### config.mk
export PLATFORM = sky130hd
export DESIGN_NAME = video_mode_selector
export DESIGN_NICKNAME = d
export VERILOG_FILES = /design/src/rtl/video_mode_selector_pkg.sv /design/src/rtl/video_mode_selector_debounce.sv /design/src/rtl/video_mode_selector.sv
export SDC_FILE = /design/constraint.sdc
export NUM_CORES = 1
export LEC_CHECK = 0
export CORE_MARGIN = 2
export CORE_UTILIZATION = 54
export DETAILED_ROUTE_END_ITERATION = 8
export PLACE_DENSITY = 0.77
export REMOVE_ABC_BUFFERS = 1
export SLEW_MARGIN = 15
export SYNTH_ARGS = -nofsm -noshare
export SYNTH_HDL_FRONTEND = slang
export SYNTH_SLANG_ARGS = --single-unit
### constraint.sdc
create_clock -name clock -period 1.7 [get_ports clock]
set_input_delay 0.34 -clock clock [delete_from_list [all_inputs] [get_ports clock]]
set_output_delay 0.34 -clock clock [all_outputs]
set_load 0.01 [all_outputs]
### src/rtl/video_mode_selector_pkg.sv
// Shared types and constants for the front-panel video mode selector.
//
// Contents:
//   MODE_COUNT       number of entries in the mode table
//   IDX_W            width of a table index
//   MODE_CODE_TABLE  index -> 8-bit decoder code (1080p, 1080i, 720p, 480p, 480i)
//   SelState         selector FSM states
//   step_req_t       per-cycle step requests (next / prev)
//   step_index()     wrap-around table stepping helper
//
// The mode codes normally come from the board header config/video_modes.v.
// The guarded defaults below only apply when that header has not been
// compiled ahead of this package.

`ifndef MODE_1080p
`define MODE_1080p 8'h10
`endif
`ifndef MODE_1080i
`define MODE_1080i 8'h11
`endif
`ifndef MODE_720p
`define MODE_720p 8'h20
`endif
`ifndef MODE_480p
`define MODE_480p 8'h30
`endif
`ifndef MODE_480i
`define MODE_480i 8'h31
`endif

package my_types;

  localparam int MODE_COUNT = 5;
  localparam int IDX_W      = 3;

  localparam logic [IDX_W-1:0] LAST_IDX = IDX_W'(MODE_COUNT - 1);

  localparam logic [7:0] MODE_CODE_TABLE [0:MODE_COUNT-1] = '{
    `MODE_1080p,
    `MODE_1080i,
    `MODE_720p,
    `MODE_480p,
    `MODE_480i
  };

  typedef enum logic {
    SEL_IDLE,
    SEL_SETTLE
  } SelState;

  typedef struct packed {
    logic next;
    logic prev;
  } step_req_t;

  // One step through the table, wrapping at both ends.
  function automatic logic [IDX_W-1:0] step_index(input logic [IDX_W-1:0] idx,
                                                  input logic             up);
    if (up) return (idx == LAST_IDX) ? '0 : idx + 1'b1;
    else    return (idx == '0) ? LAST_IDX : idx - 1'b1;
  endfunction

endpackage

### src/rtl/video_mode_selector_debounce.sv
// button_debounce: synchroniser, debouncer and rising-edge detector for one
// raw asynchronous pushbutton.
//
// Ports:
//   clock   in  system clock
//   reset   in  synchronous active-high reset
//   button  in  raw async pushbutton, active-high
//   level   out debounced level
//   rise    out one-cycle pulse on an accepted 0->1 transition of level
//
// The first level accepted after reset only primes the detector: a button
// still held across reset therefore never produces a step.

module button_debounce #(
  parameter int DEBOUNCE_CYCLES = 500000
) (
  input  logic clock,
  input  logic reset,
  input  logic button,
  output logic level,
  output logic rise
);

  localparam int                CNT_W   = $clog2(DEBOUNCE_CYCLES) + 1;
  localparam logic [CNT_W-1:0]  CNT_MAX = CNT_W'(DEBOUNCE_CYCLES);

  logic [1:0]       sync_q;   // 2-flop synchroniser
  logic             sync_d;   // previous synced value, for change detection
  logic [CNT_W-1:0] cnt;
  logic             primed;
  logic             stable_done;

  // Counter saturates at CNT_MAX, so "stable long enough" is a plain compare.
  assign stable_done = (cnt == CNT_MAX);

  always_ff @(posedge clock) begin
    if (reset) begin
      sync_q <= '0;
      sync_d <= 1'b0;
      cnt    <= '0;
      level  <= 1'b0;
      rise   <= 1'b0;
      primed <= 1'b0;
    end else begin
      sync_q <= {sync_q[0], button};
      sync_d <= sync_q[1];

      if (sync_q[1] != sync_d) cnt <= '0;
      else if (!stable_done)   cnt <= cnt + 1'b1;

      rise <= 1'b0;
      if (stable_done) begin
        level  <= sync_d;
        primed <= 1'b1;
        rise   <= primed & sync_d & ~level;
      end
    end
  end

endmodule

### src/rtl/video_mode_selector.sv
// video_mode_selector: front-panel video mode selector. Debounces the next and
// prev buttons, steps through a five-entry mode table with wrap at both ends,
// and holds off further steps for a settle window after every change so the
// pixel PLL and timing generator can relock.
//
// Ports:
//   clock         in  system clock
//   reset         in  synchronous active-high reset
//   button_next   in  raw async pushbutton, active-high
//   button_prev   in  raw async pushbutton, active-high
//   mode_code     out current 8-bit mode code (registered, glitch-free)
//   mode_index    out current table index 0..4
//   mode_changed  out one-cycle pulse in the cycle mode_code takes a new value
//   busy          out high while the settle window is active
//
// Build option: VIDEO_MODE_SELECT_REPEAT_EN adds auto-repeat on a held button
// (one extra step every REPEAT_CYCLES once the previous settle has ended).
// Without it REPEAT_CYCLES is ignored and no repeat logic exists.

module video_mode_selector
  import my_types::*;
#(
  parameter int DEBOUNCE_CYCLES = 500000,
  parameter int SETTLE_CYCLES   = 2000000,
  parameter int INIT_INDEX      = 0,
  parameter int REPEAT_CYCLES   = 25000000
) (
  input  logic             clock,
  input  logic             reset,
  input  logic             button_next,
  input  logic             button_prev,
  output logic [7:0]       mode_code,
  output logic [IDX_W-1:0] mode_index,
  output logic             mode_changed,
  output logic             busy
);

  localparam int NUM_BTN = 2;   // lane 0 = next, lane 1 = prev
  localparam int BTN_NEXT = 0;
  localparam int BTN_PREV = 1;

  localparam int               SET_W       = $clog2(SETTLE_CYCLES) + 1;
  localparam logic [SET_W-1:0] SETTLE_LAST = SET_W'(SETTLE_CYCLES - 1);
  localparam logic [IDX_W-1:0] INIT_IDX    = IDX_W'(INIT_INDEX);

  // ---------------------------------------------------------------- buttons
  logic [NUM_BTN-1:0] btn_raw;
  logic [NUM_BTN-1:0] btn_level;
  logic [NUM_BTN-1:0] btn_rise;

  assign btn_raw = {button_prev, button_next};

  button_debounce #(
    .DEBOUNCE_CYCLES (DEBOUNCE_CYCLES)
  ) u_btn [NUM_BTN-1:0] (
    .clock  (clock),
    .reset  (reset),
    .button (btn_raw),
    .level  (btn_level),
    .rise   (btn_rise)
  );

  SelState          state, next_state;
  logic [SET_W-1:0] settle_cnt;
  step_req_t        req;

  // ------------------------------------------------------------ auto-repeat
`ifdef VIDEO_MODE_SELECT_REPEAT_EN
  localparam int               RPT_W    = $clog2(REPEAT_CYCLES) + 1;
  localparam logic [RPT_W-1:0] RPT_LAST = RPT_W'(REPEAT_CYCLES - 1);

  logic [NUM_BTN-1:0][RPT_W-1:0] rpt_cnt;
  logic [NUM_BTN-1:0]            rpt_armed;  // a real press started this hold
  logic [NUM_BTN-1:0]            rpt_fire;

  // A timer that expires during SETTLE waits saturated until IDLE.
  always_comb begin
    rpt_fire = '0;
    for (int i = 0; i < NUM_BTN; i++)
      rpt_fire[i] = rpt_armed[i] & btn_level[i] &
                    (rpt_cnt[i] == RPT_LAST) & (state == SEL_IDLE);
  end

  // Timer restarts on release and on the initial press edge; a level that was
  // only primed across reset never arms it.
  always_ff @(posedge clock) begin
    for (int i = 0; i < NUM_BTN; i++) begin
      if (reset || !btn_level[i]) begin
        rpt_cnt[i]   <= '0;
        rpt_armed[i] <= 1'b0;
      end else if (btn_rise[i]) begin
        rpt_cnt[i]   <= '0;
        rpt_armed[i] <= 1'b1;
      end else if (rpt_fire[i]) begin
        rpt_cnt[i]   <= '0;
      end else if (rpt_cnt[i] != RPT_LAST) begin
        rpt_cnt[i]   <= rpt_cnt[i] + 1'b1;
      end
    end
  end

  assign req = '{next: btn_rise[BTN_NEXT] | rpt_fire[BTN_NEXT],
                 prev: btn_rise[BTN_PREV] | rpt_fire[BTN_PREV]};
`else
  localparam int      unused_repeat = REPEAT_CYCLES;
  logic [NUM_BTN-1:0] unused_level;
  assign unused_level = btn_level;

  assign req = '{next: btn_rise[BTN_NEXT], prev: btn_rise[BTN_PREV]};
`endif

  // -------------------------------------------------------------------- FSM
  logic             do_step;
  logic             step_up;
  logic [IDX_W-1:0] next_index;

  always_comb begin
    next_state = state;
    do_step    = 1'b0;
    step_up    = 1'b0;
    unique case (state)
      SEL_IDLE: begin
        // Simultaneous next+prev is ambiguous and is ignored.
        if (req.next ^ req.prev) begin
          do_step    = 1'b1;
          step_up    = req.next;
          next_state = SEL_SETTLE;
        end
      end
      SEL_SETTLE: begin
        if (settle_cnt == SETTLE_LAST) next_state = SEL_IDLE;
      end
    endcase
  end

  assign next_index = step_index(mode_index, step_up);
  assign busy       = (state == SEL_SETTLE);

  always_ff @(posedge clock) begin
    if (reset) begin
      state        <= SEL_IDLE;
      settle_cnt   <= '0;
      mode_index   <= INIT_IDX;
      mode_code    <= MODE_CODE_TABLE[INIT_IDX];
      mode_changed <= 1'b0;
    end else begin
      state        <= next_state;
      mode_changed <= do_step;

      if (state != SEL_SETTLE)            settle_cnt <= '0;
      else if (settle_cnt != SETTLE_LAST) settle_cnt <= settle_cnt + 1'b1;

      // Code and index move together, only on a step, so the decoder sees
      // exactly one code change per step.
      if (do_step) begin
        mode_index <= next_index;
        mode_code  <= MODE_CODE_TABLE[next_index];
      end
    end
  end

endmodule
==> impl_metrics.ini, run 1 <==
[yosys]
ys.flop_type = dfxtp_1
syn_inst = 465
synthesis.area_mm2 = 0.00395
yosysTopAreaCell = dfxtp_1
synth_top_area_share_pct = 41.5
async_flop_share_pct = 0
yosys_warnings = 0
yosysUniqueCellTypes = 52
ys_seq_area_share_pct = 41.5
synth_area_per_cell_um2 = 8.50
synth-seq-cells = 82
synth_common_cells = dfxtp_1 (82), nor2_1 (38), a21oi_1 (35), nand2_1 (32), nand3_1 (28)
ys_top_cells_by_area = dfxtp_1 (42%), a21oi_1 (4.4%), nor2_1 (3.6%), nand3_1 (3.5%), xor2_1 (3.3%)
synth.most_common_cell = dfxtp_1
synth-edff-count = 0

[floorplan]
row_count = 31
ioPinCount = 17
fp.dieH_um = 89.6
start_util_pct = 55.1
die_x_um = 89.6
die_area_mm2 = 0.00802
fp.coreArea_mm2 = 0.00718

[place]
hpwl_um = 6300
gp_congestion = 0.833
dp_slack_ns = -0.0951
numPortBuffers = 11

[clock_tree]
clock-sinks = 82
numCtsBuffers = 9
postCtsHoldBufs = 0
clock_latency_ns = 0.35
clock_path_buffers = 2
h-tree-depth = 3
clk_pin_slew_ns = 0.09
tritoncts = yes
cts_root_buffer = clkbuf_8

[drt]
via_per_inst = 5.61
drtIter0Drc = 154
postRouteAntennaNets = 0
drc = 0
vias = 3610
first_pass_iters = 4
wl_per_cell_um = 14.6
wl_um = 9380

[sta]
clock_skew_ns = 0.0118
layout_setup_ws_ns = -0.0885
fmax_ghz = 0.559
maxSlewViolCount = 0
hold_violations = 0
finalCritPeriodShare_pct = 105
min_period_ns = 1.79
rsz0062_at_grt = yes
hold_ws_ns = 0.439
final-setup-viol-count = 2
fin_tns_setup_ns = -0.108

[status]
status = finished with violations
violations = negative setup slack

[global_routing]
grt_pass1_vias = 3324
grt_use_total_pct = 22.9
antenna_found_initial = 0
overflow = 0
grt_max_degree = 20
grt_first_pass_wirelength_um = 14600

[worst_setup_path]
cp.arrival_ns = 2.03
required_ns = 1.94
start_kind = register
critPathMaxFanout = 4
crit_type = register to register
cp-end-kind = register

[finish]
synthToLayoutAreaGrowth_pct = 27.7
drive_above_1_share_pct = 27.8
layout.nets = 552
n_antenna_cell = 0
post-route-util_pct = 70.3

[power_and_ir_drop]
p_total_w = 0.00342
power_density_mw_per_mm2 = 678
ir_drop_mv = 0.500
leakagePower_nw = 1.88

[worst_hold_path]
hp-class = register to register

[job]
cap_violations = 0
sequential cells by signal (all words and copies together) (netlist names):
register      flops
u_btn.sync_d      2
u_btn.level       2
u_btn.sync_q      4
settle_cnt       22
u_btn.cnt        40
busy              1
u_btn.primed      2
mode_index        3
mode_code         3
mode_changed      1
u_btn.rise        2
cells by family (layout without fill, tap and decap cells):
logic type               Yosys count  in the layout  share of synthesized area, %
XOR/XNOR                          29             29                          6.42
buffers and inverters             39            114                          4.30
AND/OR/NAND/NOR                  220            220                          31.2
multiplexers                       6              6                          1.90
other                              1              5                        0.0948
adder cells (fa/ha/maj)            9              9                          2.85
flip-flops                        82             82                          41.5
AO/OA/AOI/OAI                     79             79                          11.7
per-layer routing:
metal	vias up	share of wire, %	track usage, %
met5	-	0	0
met4	0	1.2	6.78
met3	11	2.6	5.72
met2	55	51	39.7
met1	1730	45	28.0
li1	1814	-	-
stage by stage:
step | instance area, µm² | instances
2_1_floorplan | 3860 | 447
3_3_place_gp | 4590 | 621
3_5_place_dp | 4590 | 621
4_1_cts | 4830 | 639
5_1_grt | 5050 | 643
6_report | 5050 | 643
worst max-delay path: stages, from the launching register on:
cell and delay (ns):
dfxtp_2 0.37, inv_4 0.06, ha_4 0.15, or2_4 0.23, mux4_2 0.53, a211oi_2 0.25
nor3_1 0.09
cell type report:
cell class,instances,area (µm²)
Multi-Input combinational cell,348,2320
Fill cell,550,2130
Sequential cell,82,1670
Timing Repair Buffer,81,673
Clock buffer,12,165
Tap cell,99,124
Inverter,17,68.8
Clock inverter,4,25.0
cell usage in the layout (no fill, tap or decap), drive strengths merged, types with 3 or more instances in the layout:
cell type / count
mux2i: 3
or4: 10
and2: 3
ha: 9
a31oi: 3
nand2: 32
dlymetal6s2s: 4
o21ai: 20
nand4: 18
and4: 6
clkdlybuf4s50: 7
nor2: 38
o31ai: 8
nor4b: 6
nor4: 6
nand3: 29
or2: 5
and3: 11
nor2b: 9
o21a: 3
clkbuf: 12
conb: 5
buf: 70
dfxtp: 82
xnor2: 14
xor2: 15
inv: 17
or3: 12
a21oi: 35
nor3: 21
nand2b: 8
a211oi: 3
worst paths after layout:
| check | slack [ns] | start | endpoint | depth (start not counted) |
|---|---|---|---|---|
| max | -0.09 | mode_index[1] | mode_code[0] | 6 |
| min | 0.44 | u_btn[1].level | u_btn[1].rise | 1 |
| max reg2reg | -0.09 | mode_index[1] | mode_code[0] | 6 |
| min reg2reg | 0.44 | u_btn[1].level | u_btn[1].rise | 1 |
repair_timing:
action / CTS / global route
pin swaps: 3 / 13
setup endpoints to repair: 18 / 37
buffers inserted: 2 / 4
gates resized for setup: 13 / 57
power breakdown:
group | total (W) | internal, W | switching [W]
Combinational | 0.000122 | 0.0000542 | 0.0000683
Sequential | 0.00195 | 0.00194 | 0.0000165
Clock | 0.00135 | 0.000646 | 0.000700
Note: power is estimated with default switching activity, not from simulation.
==> run 2: changes to the inputs <==
Settings changed: HOLD_SLACK_MARGIN set to 0.08, PLACE_DENSITY 0.77 to 0.85.
==> run 2 against run 1 <==
  * The run still ends with negative setup slack left
  * Largest cell class unchanged
  * Sequential power about the same
  * Wire length increased by 7.0%
  * Die area unchanged
  * Global-route usage increased by 1.4 points
  * Sequential share of layout area increased by 0.11 points
==> impl_metrics.ini, run 2 (synthesis results as in run 1) <==
[worst_setup_path]
r2r_start = u_btn[1].cnt[4]
crit_type = register to register
critPathMaxFanout = 4
r2r_setup_slack_ns = -0.009
cp-end-kind = register
r2r-end = u_btn[1].cnt[18]
cpPeakStageDelay_ns = 0.48
critPathLaunch = u_btn[1].cnt[4]
rr_worst_depth = 4
critical_path.top_delay_family = simple AND/OR/NAND/NOR gates
cp.arrival_ns = 2.00
cp.buffers_inverters = 0
cp_cell_sequence = nand4_1 -> nor4_2 -> or3b_2 -> a21oi_1
slowest_stage = or3b_2
start_kind = register
required_ns = 1.99

[power_and_ir_drop]
ir_drop_mv = 0.454
power_density_mw_per_mm2 = 708
leakagePower_nw = 1.82

[global_routing]
overflow = 0
grt_pass1_vias = 3478
antenna_found_initial = 0
grt_use_total_pct = 24.3
grt_first_pass_wirelength_um = 15300
grt_max_degree = 16

[floorplan]
die_area_mm2 = 0.00802
fp.dieH_um = 89.6
die_x_um = 89.6
ioPinCount = 17
fp.coreArea_mm2 = 0.00718
start_util_pct = 55.1
row_count = 31

[sta]
min_period_ns = 1.71
fmax_ghz = 0.585
layout_setup_ws_ns = -0.00924
final-setup-viol-count = 1
clock_skew_ns = 0.0140
finalCritPeriodShare_pct = 101
maxSlewViolCount = 0
rsz0062_at_grt = yes
hold_violations = 0

[drt]
first_pass_iters = 5
wl_per_cell_um = 15.6
drtIter0Drc = 245
postRouteAntennaNets = 0
wl_um = 10000
drc = 0
vias = 3779
via_per_inst = 5.90

[clock_tree]
clock_latency_ns = 0.37
clock_path_buffers = 2
clk_pin_slew_ns = 0.09
h-tree-depth = 3
clock-sinks = 82
tritoncts = yes
numCtsBuffers = 9
cts_root_buffer = clkbuf_8

[worst_hold_path]
hp-class = register to register
hold_path_startpoint = u_btn[1].level
worstHoldEndpoint = u_btn[1].rise
hold_depth = 1

[finish]
n_antenna_cell = 0
top_regs = u_btn.cnt (40), settle_cnt (22), u_btn.sync_q (4)
drive_above_1_share_pct = 26.6
multi_input_area_mm2 = 0.00232
largest_reg_flops = 40
nFillCells = 487
layout.nets = 550
synthToLayoutAreaGrowth_pct = 26.7
final-seq-area_mm2 = 0.00166
post-route-util_pct = 69.8
layout_commonest_cell = dfxtp_1
largest_register = u_btn.cnt
stdcell_count = 641
mostFrequentLayoutCells = dfxtp_1 (68), buf_4 (66), nor2_1 (38), a21oi_1 (33), nand2_1 (30)

[place]
gp_congestion = 0.892
placed_cells = 621
hpwl_um = 6420
numPortBuffers = 11
dp_slack_ns = -0.0591

[job]
cap_violations = 0

[status]
status = finished with violations
violations = negative setup slack
-- run 2: cell type report --
cell class / count / area share (%)
Tap cell: 99 / 2.47
Timing Repair Buffer: 79 / 12.6
Inverter: 17 / 1.37
Multi-Input combinational cell: 348 / 46.3
Clock buffer: 10 / 2.75
Sequential cell: 82 / 33.1
Clock inverter: 6 / 1.42
-- run 2: how the worst max path moves through the flow --
stage / to / cells after the start / slack [ns]
after detailed placement: mode_code[4] / 6 / -0.06
after floorplan: mode_code[4] / 6 / -0.18
final: u_btn[1].cnt[18] / 4 / -0.009
after global routing: u_btn[1].cnt[18] / 4 / -0.08
after global placement: mode_code[4] / 6 / -0.02
after CTS: u_btn[1].cnt[18] / 5 / 0.0008
-- run 2: worst reg2reg max path, cell delays in order (launching register included) --
cell and delay, ns:
dfxtp_1 0.40, nand4_1 0.23, nor4_2 0.39, or3b_2 0.48, a21oi_1 0.15
-- run 2: repair_timing --
action                                  in CTS  in global routing
resized for setup                           25                 39
hold buffers                                 0                  0
endpoints found under the setup margin      19                 31
setup buffers                                1                  3
hold endpoints to repair                     0                  0
pin swaps                                    7                 11
-- run 2: routing by layer --
layer	wire (µm)	vias to the layer above	track usage [%]	share of wire, %
met3	540	39	5.08	5.4
li1	-	1805	-	-
met2	5080	142	40.0	51
met5	0	-	0	0
met1	4070	1793	30.1	41
met4	344	0	12.2	3.4
-- run 2: stage by stage --
stage	hold WS (ns)	TNS, ns	cell area, µm²	total power [W]
finish	0.425	-0.00924	5010	0.00355
global route	0.431	-0.317	5010	0.00366
CTS	0.428	0	4870	0.00356
detailed placement	0.420	-0.362	4580	0.00212
global placement	0.409	-0.0304	4580	0.00211
floorplan	0.390	-0.841	3860	0.00206
-- run 2: where the power goes --
group          switching [W]  total [W]  leakage [nW]  internal, W
logic              0.0000701   0.000123          1.05    0.0000532
clock network       0.000738    0.00147        0.0995     0.000731
registers          0.0000172    0.00195         0.669      0.00194
total               0.000826    0.00355          1.82      0.00272
==> run 3: changes to the inputs <==
Settings changed: CTS_BUF_LIST set to sky130_fd_sc_hd__clkbuf_16, PLACE_DENSITY 0.85 to 0.75, TNS_END_PERCENT set to 10.
==> run 3 against run 2 <==
  * The flow still finishes with violations (negative setup slack)
  * Cell count grew 0.47%
  * Clock-buffer cell count shrank 1
  * Clock power grew 28%
  * Sequential share of layout area shrank 0.48 points
  * Register-to-register slack lost 0.03 ns
  * Clock skew shrank 0.0056 ns
  * Design area grew 1.4%
  * Power grew 12%
  * Critical path type unchanged
  * Largest cell class unchanged
==> impl_metrics.ini, run 3 (synthesis results as in run 1) <==
[global_routing]
overflow = 0
grt_pass1_vias = 3277
grt_first_pass_wirelength_um = 14400
grt_use_total_pct = 22.7
grt_max_degree = 16
antenna_found_initial = 0

[place]
gp_congestion = 0.815
hpwl_um = 6100
numPortBuffers = 11
postPlaceCellArea_mm2 = 0.00462

[clock_tree]
clock_path_buffers = 2
clk_pin_slew_ns = 0.06
numCtsBuffers = 9
cts_root_buffer = clkbuf_16
clock-sinks = 82
clock_latency_ns = 0.33
tritoncts = yes
h-tree-depth = 3

[floorplan]
die_area_mm2 = 0.00802
die_x_um = 89.6
fp.coreArea_mm2 = 0.00718
start_util_pct = 55.1
fp.dieH_um = 89.6
ioPinCount = 17
row_count = 31

[finish]
layout_commonest_cell = dfxtp_1
final_cell_area_mm2 = 0.00508
nFillCells = 537
largest_reg_flops = 40
top_regs = u_btn.cnt (40), settle_cnt (22), u_btn.sync_q (4)
n_antenna_cell = 0
mostFrequentLayoutCells = dfxtp_1 (69), buf_4 (67), nor2_1 (38), a21oi_1 (35), nand2_1 (31)
largest_register = u_btn.cnt
synthToLayoutAreaGrowth_pct = 28.4
layout.nets = 553
drive_above_1_share_pct = 24.8

[sta]
finalCritPeriodShare_pct = 102
clock_skew_ns = 0.00834
fin_tns_setup_ns = -0.0644
fmax_ghz = 0.575
min_period_ns = 1.74
layout_setup_ws_ns = -0.0392
final-setup-viol-count = 2
rsz0062_at_grt = yes
maxSlewViolCount = 0
hold_violations = 0

[drt]
wl_per_cell_um = 13.8
drtIter0Drc = 155
via_per_inst = 5.52
wl_um = 8870
postRouteAntennaNets = 0
first_pass_iters = 4
vias = 3557
drc = 0

[power_and_ir_drop]
p_total_w = 0.00396
leakagePower_nw = 1.84
power_density_mw_per_mm2 = 780
ir_drop_mv = 0.768

[worst_setup_path]
crit_type = register to register
start_kind = register
critPathMaxFanout = 4
critPathLaunch = mode_index[1]
cp.arrival_ns = 1.96
required_ns = 1.92
r2r_start = mode_index[1]
cp-end-kind = register

[worst_hold_path]
hp-class = register to register
hold_path_startpoint = u_btn[1].sync_q[0]

[status]
violations = negative setup slack
status = finished with violations

[job]
cap_violations = 0
-- run 3: final timing paths --
check                  endpoint  slack, ns  depth (start not counted)
min reg2reg  u_btn[1].sync_q[1]       0.44                          1
min          u_btn[1].sync_q[1]       0.44                          1
max reg2reg        mode_code[4]      -0.04                          6
max                mode_code[4]      -0.04                          6
-- run 3: final cells by class --
type	instances	area (µm²)	area share, %
timing repair buffer	82	669	13.2
clock inverter	7	62.6	1.23
clock buffer	9	225	4.43
multi-input combinational	348	2280	44.8
tap	99	124	2.44
sequential	82	1660	32.6
inverter	17	63.8	1.26
-- run 3: timing repair --
item,4_1_cts,5_1_grt
hold buffers,0,0
endpoints found under the setup margin,13,30
pin swaps,3,5
setup buffers,2,1
resized for setup,12,35
-- run 3: power by group --
part,total (W),internal (W),switching [W]
clock,0.00188,0.00112,0.000757
combinational,0.000127,0.0000586,0.0000688
sequential,0.00195,0.00194,0.0000162
total,0.00396,0.00312,0.000842
-- run 3: routing by layer --
layer	GRT usage (%)	vias to the layer above	routed length, µm	part of all wire (%)
met5	0	-	0	0
met4	6.78	0	103	1.2
met3	5.63	11	271	3.1
met2	38.2	57	4330	49
met1	28.6	1683	4170	47
li1	-	1806	-	-
-- run 3: metrics by stage --
step           cells  worst slack, ns  utilization (%)  hold WS [ns]
6_report         644          -0.0392             70.8         0.437
3_3_place_gp     625          -0.0468             64.4         0.415
5_1_grt          644           -0.101             70.8         0.460
4_1_cts          643          -0.0394             69.2         0.443
3_5_place_dp     625          -0.0999             64.4         0.431
2_1_floorplan    447           -0.178                -         0.390
-- run 3: critical path, stage by stage (launching register included) --
cell     delay (ns)
dfxtp_2        0.32
inv_1          0.06
ha_2           0.18
or2_2          0.28
mux4_2         0.53
nor3_2         0.18
a21oi_1        0.08
